## config.mk

```make
export PLATFORM = sky130hd
export DESIGN_NAME = arb_rr_2x8
export DESIGN_NICKNAME = d
export VERILOG_FILES = /design/src/rtl/arb_rr_2x8.sv
export SDC_FILE = /design/constraint.sdc
export NUM_CORES = 1
export LEC_CHECK = 0
export ABC_AREA = 1
export ABC_CLOCK_PERIOD_IN_PS = 4700
export BUFFER_PORTS_ARGS = -buffer_cell sky130_fd_sc_hd__clkbuf_2
export CORE_UTILIZATION = 40
export DETAILED_ROUTE_END_ITERATION = 10
export PLACE_DENSITY = 0.66
export SYNTH_ARGS = -nofsm -noshare
export SYNTH_HDL_FRONTEND = slang
export SYNTH_SLANG_ARGS = --single-unit
```

## constraint.sdc

```tcl
create_clock -name clk -period 4.7 [get_ports clk]
set_clock_uncertainty 0.05 [all_clocks]
set_input_delay 0.94 -clock clk [delete_from_list [all_inputs] [get_ports clk]]
set_output_delay 0.94 -clock clk [all_outputs]
set_load 0.03 [all_outputs]
```

## src/rtl/arb_rr_2x8.sv

```systemverilog
// -----------------------------------------------------------------------------
// arb_rr_2x8
//
// Two-lane round-robin arbiter. Each input lane has its own DEPTH-entry FIFO.
// A single registered output stage takes one word per cycle from whichever
// lane has data. When both lanes have data, the grant alternates between them.
//
// Parameters
//   DEPTH  entries per input FIFO (power of two, 2..16)
//   WIDTH  data width of every data port
//
// Ports
//   clk                 single clock, rising edge
//   reset_L             asynchronous active-low reset
//   In0/valid0/ready0   lane-0 input handshake (transfer on valid0 & ready0)
//   In1/valid1/ready1   lane-1 input handshake (transfer on valid1 & ready1)
//   data_out/outValid   registered output word and valid
//   out_ready           downstream accept (transfer on outValid & out_ready)
//   grant_src           lane that supplied the current data_out (registered)
//   grant_cnt0/1        per-lane saturating grant counters
//
// Configuration
//   ARB_GRANT_STATS_EN  when defined, grant_cnt0/1 count pops per lane and
//                       saturate at 16'hFFFF. When undefined, the counters
//                       are absent and both outputs are tied to zero.
// -----------------------------------------------------------------------------
module arb_rr_2x8 #(
  parameter int DEPTH = 4,
  parameter int WIDTH = 8
) (
  input  logic             clk,
  input  logic             reset_L,
  input  logic [WIDTH-1:0] In0,
  input  logic             valid0,
  output logic             ready0,
  input  logic [WIDTH-1:0] In1,
  input  logic             valid1,
  output logic             ready1,
  output logic [WIDTH-1:0] data_out,
  output logic             outValid,
  input  logic             out_ready,
  output logic             grant_src,
  output logic [15:0]      grant_cnt0,
  output logic [15:0]      grant_cnt1
);

  localparam int AW = $clog2(DEPTH);
  localparam int CW = AW + 1;

  localparam logic [CW-1:0] CNT_FULL = CW'(DEPTH);
  localparam logic [CW-1:0] CNT_ZERO = CW'(0);
  localparam logic [CW-1:0] CNT_ONE  = CW'(1);
  localparam logic [AW-1:0] PTR_ZERO = AW'(0);
  localparam logic [AW-1:0] PTR_ONE  = AW'(1);

  // Per-lane FIFO storage and bookkeeping, indexed by lane number.
  logic [WIDTH-1:0] mem_r [2][DEPTH];
  logic [AW-1:0]    wptr_r [2];
  logic [AW-1:0]    rptr_r [2];
  logic [CW-1:0]    cnt_r  [2];

  logic [WIDTH-1:0] in_s [2];
  logic [1:0]       valid_s;
  logic [1:0]       ready_s;
  logic [1:0]       nonempty_s;
  logic [1:0]       push_s;
  logic [1:0]       pop_s;
  logic             load_s;
  logic [WIDTH-1:0] pop_data_s;

  // Lane that won the most recent pop; the other lane wins the next tie.
  logic             last_grant_r;

  // Lane handshake terms derived from the registered counts only.
  always_comb begin
    in_s[0]    = In0;
    in_s[1]    = In1;
    valid_s    = {valid1, valid0};
    ready_s    = 2'b00;
    nonempty_s = 2'b00;
    for (int i = 0; i < 2; i++) begin
      ready_s[i]    = (cnt_r[i] != CNT_FULL);
      nonempty_s[i] = (cnt_r[i] != CNT_ZERO);
    end
    push_s = valid_s & ready_s;
  end

  assign ready0 = ready_s[0];
  assign ready1 = ready_s[1];

  // Output stage may take a new word when empty or being drained this cycle.
  always_comb begin
    load_s = (!outValid) | out_ready;
  end

  // Round-robin pop selection: a lone non-empty lane always wins; on a tie the
  // lane that did not win last time is popped.
  always_comb begin
    pop_s = 2'b00;
    if (load_s) begin
      case (nonempty_s)
        2'b01:   pop_s = 2'b01;
        2'b10:   pop_s = 2'b10;
        2'b11:   pop_s = last_grant_r ? 2'b01 : 2'b10;
        default: pop_s = 2'b00;
      endcase
    end else begin
      pop_s = 2'b00;
    end
  end

  // Head word of the lane being popped.
  always_comb begin
    if (pop_s[1]) begin
      pop_data_s = mem_r[1][rptr_r[1]];
    end else begin
      pop_data_s = mem_r[0][rptr_r[0]];
    end
  end

  // FIFO storage write; contents need no reset because pointers gate reads.
  always_ff @(posedge clk) begin
    for (int i = 0; i < 2; i++) begin
      if (push_s[i]) begin
        mem_r[i][wptr_r[i]] <= in_s[i];
      end
    end
  end

  // FIFO pointers and counts; pointers wrap naturally since DEPTH is 2**AW.
  always_ff @(posedge clk or negedge reset_L) begin
    if (!reset_L) begin
      for (int i = 0; i < 2; i++) begin
        wptr_r[i] <= PTR_ZERO;
        rptr_r[i] <= PTR_ZERO;
        cnt_r[i]  <= CNT_ZERO;
      end
    end else begin
      for (int i = 0; i < 2; i++) begin
        if (push_s[i]) begin
          wptr_r[i] <= wptr_r[i] + PTR_ONE;
        end
        if (pop_s[i]) begin
          rptr_r[i] <= rptr_r[i] + PTR_ONE;
        end
        // A simultaneous push and pop leaves the count unchanged.
        case ({push_s[i], pop_s[i]})
          2'b10:   cnt_r[i] <= cnt_r[i] + CNT_ONE;
          2'b01:   cnt_r[i] <= cnt_r[i] - CNT_ONE;
          default: cnt_r[i] <= cnt_r[i];
        endcase
      end
    end
  end

  // Registered output stage and grant history. last_grant resets to lane 1
  // so that lane 0 wins the first tie after reset.
  always_ff @(posedge clk or negedge reset_L) begin
    if (!reset_L) begin
      data_out     <= {WIDTH{1'b0}};
      outValid     <= 1'b0;
      grant_src    <= 1'b0;
      last_grant_r <= 1'b1;
    end else if (load_s) begin
      if (pop_s != 2'b00) begin
        data_out     <= pop_data_s;
        outValid     <= 1'b1;
        grant_src    <= pop_s[1];
        last_grant_r <= pop_s[1];
      end else begin
        // Nothing to send: drop valid, keep the previous word and source.
        outValid     <= 1'b0;
      end
    end
  end

`ifdef ARB_GRANT_STATS_EN
  logic [15:0] gcnt_r [2];

  // Per-lane grant counters, saturating at all-ones.
  always_ff @(posedge clk or negedge reset_L) begin
    if (!reset_L) begin
      gcnt_r[0] <= 16'h0000;
      gcnt_r[1] <= 16'h0000;
    end else begin
      for (int i = 0; i < 2; i++) begin
        if (pop_s[i] && (gcnt_r[i] != 16'hFFFF)) begin
          gcnt_r[i] <= gcnt_r[i] + 16'h0001;
        end
      end
    end
  end

  assign grant_cnt0 = gcnt_r[0];
  assign grant_cnt1 = gcnt_r[1];
`else
  assign grant_cnt0 = 16'h0000;
  assign grant_cnt1 = 16'h0000;
`endif

endmodule

```

[Word-level counts from Yosys, hierarchy flattened]
Memory sizes are Yosys's and may differ from the RTL's.
Cells that the tools add are included.
Storage, ports and cells
  flip-flop bits (word level): 25
  bits in writable memories: 64
  input port bits: 21
  output and inout bits: 44
  memories: 1
Cells by class
  add/subtract/negate cells: 8
  $lt $le $gt $ge: 6
  equality and inequality tests: 9
  multiplexer cells: 21
  bitwise gates (word level): 6
  reduce and logical (&&, ||, !) cells: 9
Memories
  mem_r: depth 2, bits a word 32, rd ports 2, clocked after Yosys merged registers in 0, wr ports 2, RTL line 57  | logic [WIDTH-1:0] mem_r [2][DEPTH];
Operator list (number)
  $mux W32: 2
  $mux W8: 7
  $bmux W8 S2: 2
  $demux W8 S2: 2
  $ge A3 B3 Y1 const B: 4
  $not A2 Y3: 4
  $pmux W3 S2: 2
  $add A2 B1 Y2 const B: 4
  $eq A2 B2 Y1 const B: 4
  $add A3 B1 Y3 const B: 2
  $eq A2 B1 Y1 const B: 3
  $lt A3 B1 Y1 const B: 2
  $ne A3 B3 Y1 const B: 2
  $pmux W2 S3: 1
  $reduce_bool A2 Y1: 3
  $reduce_bool A3 Y1: 2
  $sub A3 B1 Y3 const B: 2
  $mux W2: 2
  $mux W1: 3
  $and A2 B2 Y2: 1
  $logic_and A1 B1 Y1: 2
  $reduce_and A2 Y1: 1
  $logic_not A1 Y1: 1
  $or A1 B1 Y1: 1

[Longest topological paths before layout]
  depth after elaboration: 6
  mapped depth: 11
  depth with buffers taken out: 11

[Worst setup path before layout]
OpenSTA, ideal clock, no wires.
  path kind: input to register
  start point: input out_ready
  end point: register cnt_r[2] (netlist bit)
  arrival time: 2.237 ns
  required time: 4.519 ns
  slack: 2.283 ns
  cell stages on the path: 10
  cells stage by stage: nor2_2 -> inv_2 -> nand2_4 -> nor2_8 -> ha_1 -> inv_1 -> fa_1 -> a21oi_1 -> o21ai_0 -> xor2_1
Between the ends
  longest elaborated chain between the ends: 4
  elaborated cells between the ends (all ways): 6
RTL lines
  from (decl): RTL line 41  | input logic out_ready,
  $or A1 B1 Y1 *: RTL line 93  | load_s = (!outValid) | out_ready;
  $mux W2 *: RTL line 100  | if (load_s) begin
  named net pop_s[1]: RTL line 67  | logic [1:0] pop_s;
  $eq A2 B1 Y1 or $eq A2 B2 Y1 (tied branches): RTL line 147  | case ({push_s[i], pop_s[i]})
  $pmux W3 S2 or $reduce_bool A2 Y1 (tied branches)
  to (signal, indexed assignment): RTL line 148  | 2'b10: cnt_r[i] <= cnt_r[i] + CNT_ONE;
  to (signal, indexed assignment): RTL line 149  | 2'b01: cnt_r[i] <= cnt_r[i] - CNT_ONE;
  to (signal, indexed assignment): RTL line 150  | default: cnt_r[i] <= cnt_r[i];
  to (decl): RTL line 60  | logic [CW-1:0] cnt_r [2];
The timed path passes the listed nets; every way through them passes the cells marked *.
A chain may end at the register's enable or synchronous reset.

[Worst setup path in the final report]
  start point: input out_ready
  end point: register cnt_r[5] (netlist bit)
The elaborated chain is that of the path after synthesis.

==> impl_results.md <==
* Status: complete, no violations
* Worst hold path class: reg -> reg
* Total track usage at 14.5%
* DRC at 0
* Top FF cell, synth: edfxtp_1
* Vias at 2,576
* DRT iter0 DRCs at between 100 and 150
* Seq/Total Area, Yosys at 59.9%
* Remaining global-route overflow at 0
* IR drop worst, VDD at 0.214 mV
* Seq cells post-synth at 89
* Post-synth ARST share at ~28%
* Number of max-cap violations at 0
* Mapped Cells at 410
* Synth-to-Final Area Change at 7.35%
* Vias in the first global route at about 2,400
* Synthesized cell area at roughly 0.0043 mm²
* Ports at between 60 and 70
* Worst Setup Start Kind: primary input
* Final WS setup at 2.34 ns
* Total power draw at ~2.9 mW
* Cell taking the most area after synthesis: edfxtp_1
* Final Hold Fails at 0
* Row count at 37
* Fmax at 424 MHz
* Core Box Area at about 0.010 mm²
* Hold_sp: data_out[0]
* Clock period minus worst slack at between 2 and 2.5 ns
* Endpoint class of the critical path: flip-flop
* Critical path class: in -> reg
* First-pass GRT wire length at between 10,000 and 15,000 µm
* Logic gate share of total power at between 30% and 40%
* Critical Path RT at 4.88 ns
* Antenna diodes at 0
* Clock latency at the later pin of the worst-skew pair at 0.36 ns
* Synth top cells by count: 105 x nand2_1, 64 x edfxtp_1, 53 x inv_1
* TritonCTS Buffers at 9
* Synth warn at 0
* Setup crit start: out_ready
* Post-synth EDFFs at 64
* Seq pwr share at a little over two fifths
* Initial Utilization at 41.2%
* Sw frac at approximately 42%
* Final setup viols at 0
* Clock network power share at about 17%
* Post-synth top area share at 45.1%
* Post-CTS setup buffers at 0
* Cell Chain, Critical Path: clkbuf_2 > nor2_2 > inv_2 > nand3_2 > clkinv_1 > ha_1 > inv_1 > fa_1 > a21oi_1 > o21ai_0 > xor2_1
* Routability cong. at between 0.7 and 0.8
* Nets@finish at 477
* WL/cell at 12.5 µm
* CTS clk-pin slew, worst paths at around 0.08 ns
* Die height at between 100 and 150 µm
* P_int at ~1.7 mW
* Static leakage at about 2.1 nW
* Slowest stage delay, CP at 0.39 ns
* Core Util, Final at between 40 and 50%
* Cell variety after synth at 32
* Final WL at approximately 7300 µm
* # H-tree levels at 3
* CTS Sinks at 89
* Clock Path Buffers at 2
* Worst Tran Pin Value at 0.818 ns
* Fraction of layout instances using a drive strength above 1 at ~17%
* Count leader, synth: nand2_1
* Final ANT Viol Nets at 0
* R2r startpoint: cnt_r[1]
* Synthesized area per cell at 10.4 µm²
* RSZ-0062 raised after global routing: false
* DIE WIDTH at between 100 and 150 µm
* Crit-path max FO at 5
* Power Dens Cells at ~630 mW/mm²
* TritonCTS clock tree: done
* Max-slew headroom at 45.3%
* Setup WS pre-CTS at 2.05 ns
* PostCTS Resize Cnt at 0
* Worst path arrival time at 2.54 ns
* CTS root buffer: clkbuf_8
* Die ar. at approximately 0.011 mm²
* Drt first pass iters at 4
* Net Sw Power at roughly 1.2 mW
* Initial antenna violation count at 0
* Fin crit share at about 50%
* Largest net degree at the start of global routing at 26
* Drt via density at between 4 and 5
* PortBufs at 32
* Top cells by area, synth: edfxtp_1 45%, dfrtp_1 14%, nand2_1 9.3%
* CP max stage cell: fa_1
* Setup TNS at 0 ns
* Hold buffer count at cts at 0
* DP Wirelength at 5130 µm
* Max-slew violation count at 0
==> worst max-delay path, delay by kind of cell <==
family                     cells  cell delay, ns
AOI/OAI and AO/OA              2            0.33
xor gates and xnor gates       1            0.16
adders and majority gates      2            0.54
buffers and inverters          4            0.37
and+or+nand+nor                2            0.19
==> cells in the final DEF (no fill, tap or decap), drive strengths merged, types with 2 or more instances in the layout <==
| cell type | instances |
|---|---|
| xnor2 | 2 |
| ha | 10 |
| clkinv | 3 |
| o22ai | 2 |
| conb | 32 |
| clkbuf | 46 |
| nand3 | 32 |
| edfxtp | 64 |
| a21oi | 6 |
| dfrtp | 24 |
| inv | 59 |
| xor2 | 4 |
| fa | 2 |
| nor2 | 29 |
| o21ai | 15 |
| nand2 | 118 |
==> cell families after synthesis <==
group	count (synthesis)	share of synthesized area [%]
compound gates	23	2.94
xor+xnor	6	1.23
fa+ha+maj	12	3.88
buf+inv	100	13.0
flops	89	59.9
other cells	1	0.0881
simple gates	179	19.0
==> layer usage <==
metal  up-vias  GRT usage, %  part of all wire, %
li1       1305             -                    -
met1      1194          18.6                   46
met2        67          23.0                   48
met3        10          3.99                  3.6
met4         0          6.64                  2.0
met5         -             0                    0
==> metrics by stage <==
stage / instances / area, µm² / hold slack (ns)
floorplan: 441 / 4370 / 0.437
global placement: 569 / 4390 / 0.419
detailed placement: 569 / 4390 / 0.422
CTS: 585 / 4570 / 0.443
global route: 585 / 4570 / 0.485
finish: 585 / 4570 / 0.434
==> final cells by class <==
type	count	area (µm²)
Clock buffer	14	173
Fill cell	972	5750
Clock inverter	2	11.3
Sequential cell	89	2550
Tap cell	136	170
Inverter	60	236
Multi-Input combinational cell	252	1270
Timing Repair Buffer	32	160
==> registers in the layout, summed over array words and instances, names as in the netlist <==
name,flops
mem_r,64
data_out,8
cnt_r,6
rptr_r,4
wptr_r,4
grant_src,1
last_grant_r,1
outValid,1
==> power by group through the flow <==
| stage | registers (mW) | logic [mW] | clock network (mW) |
|---|---|---|---|
| after global placement | 1.27 | 1.12 | 0 |
| final | 1.25 | 1.15 | 0.490 |
| after global routing | 1.28 | 1.32 | 0.526 |
| after detailed placement | 1.27 | 1.16 | 0 |
| after floorplan | 1.26 | 0.932 | 0 |
| after CTS | 1.26 | 1.17 | 0.500 |
==> final timing paths <==
check | slack [ns] | cells after the start | endpoint
setup / recovery | 2.34 | 11 | cnt_r[5]
hold / removal | 0.43 | 2 | data_out[0]
setup reg to reg | 2.42 | 11 | cnt_r[5]
hold reg to reg | 0.43 | 2 | data_out[0]
max in group asynchronous | 3.61 | 1 | wptr_r[1]
min in group asynchronous | 0.55 | 1 | data_out[1]
No activity file was read; power rests on OpenSTA's default activity.
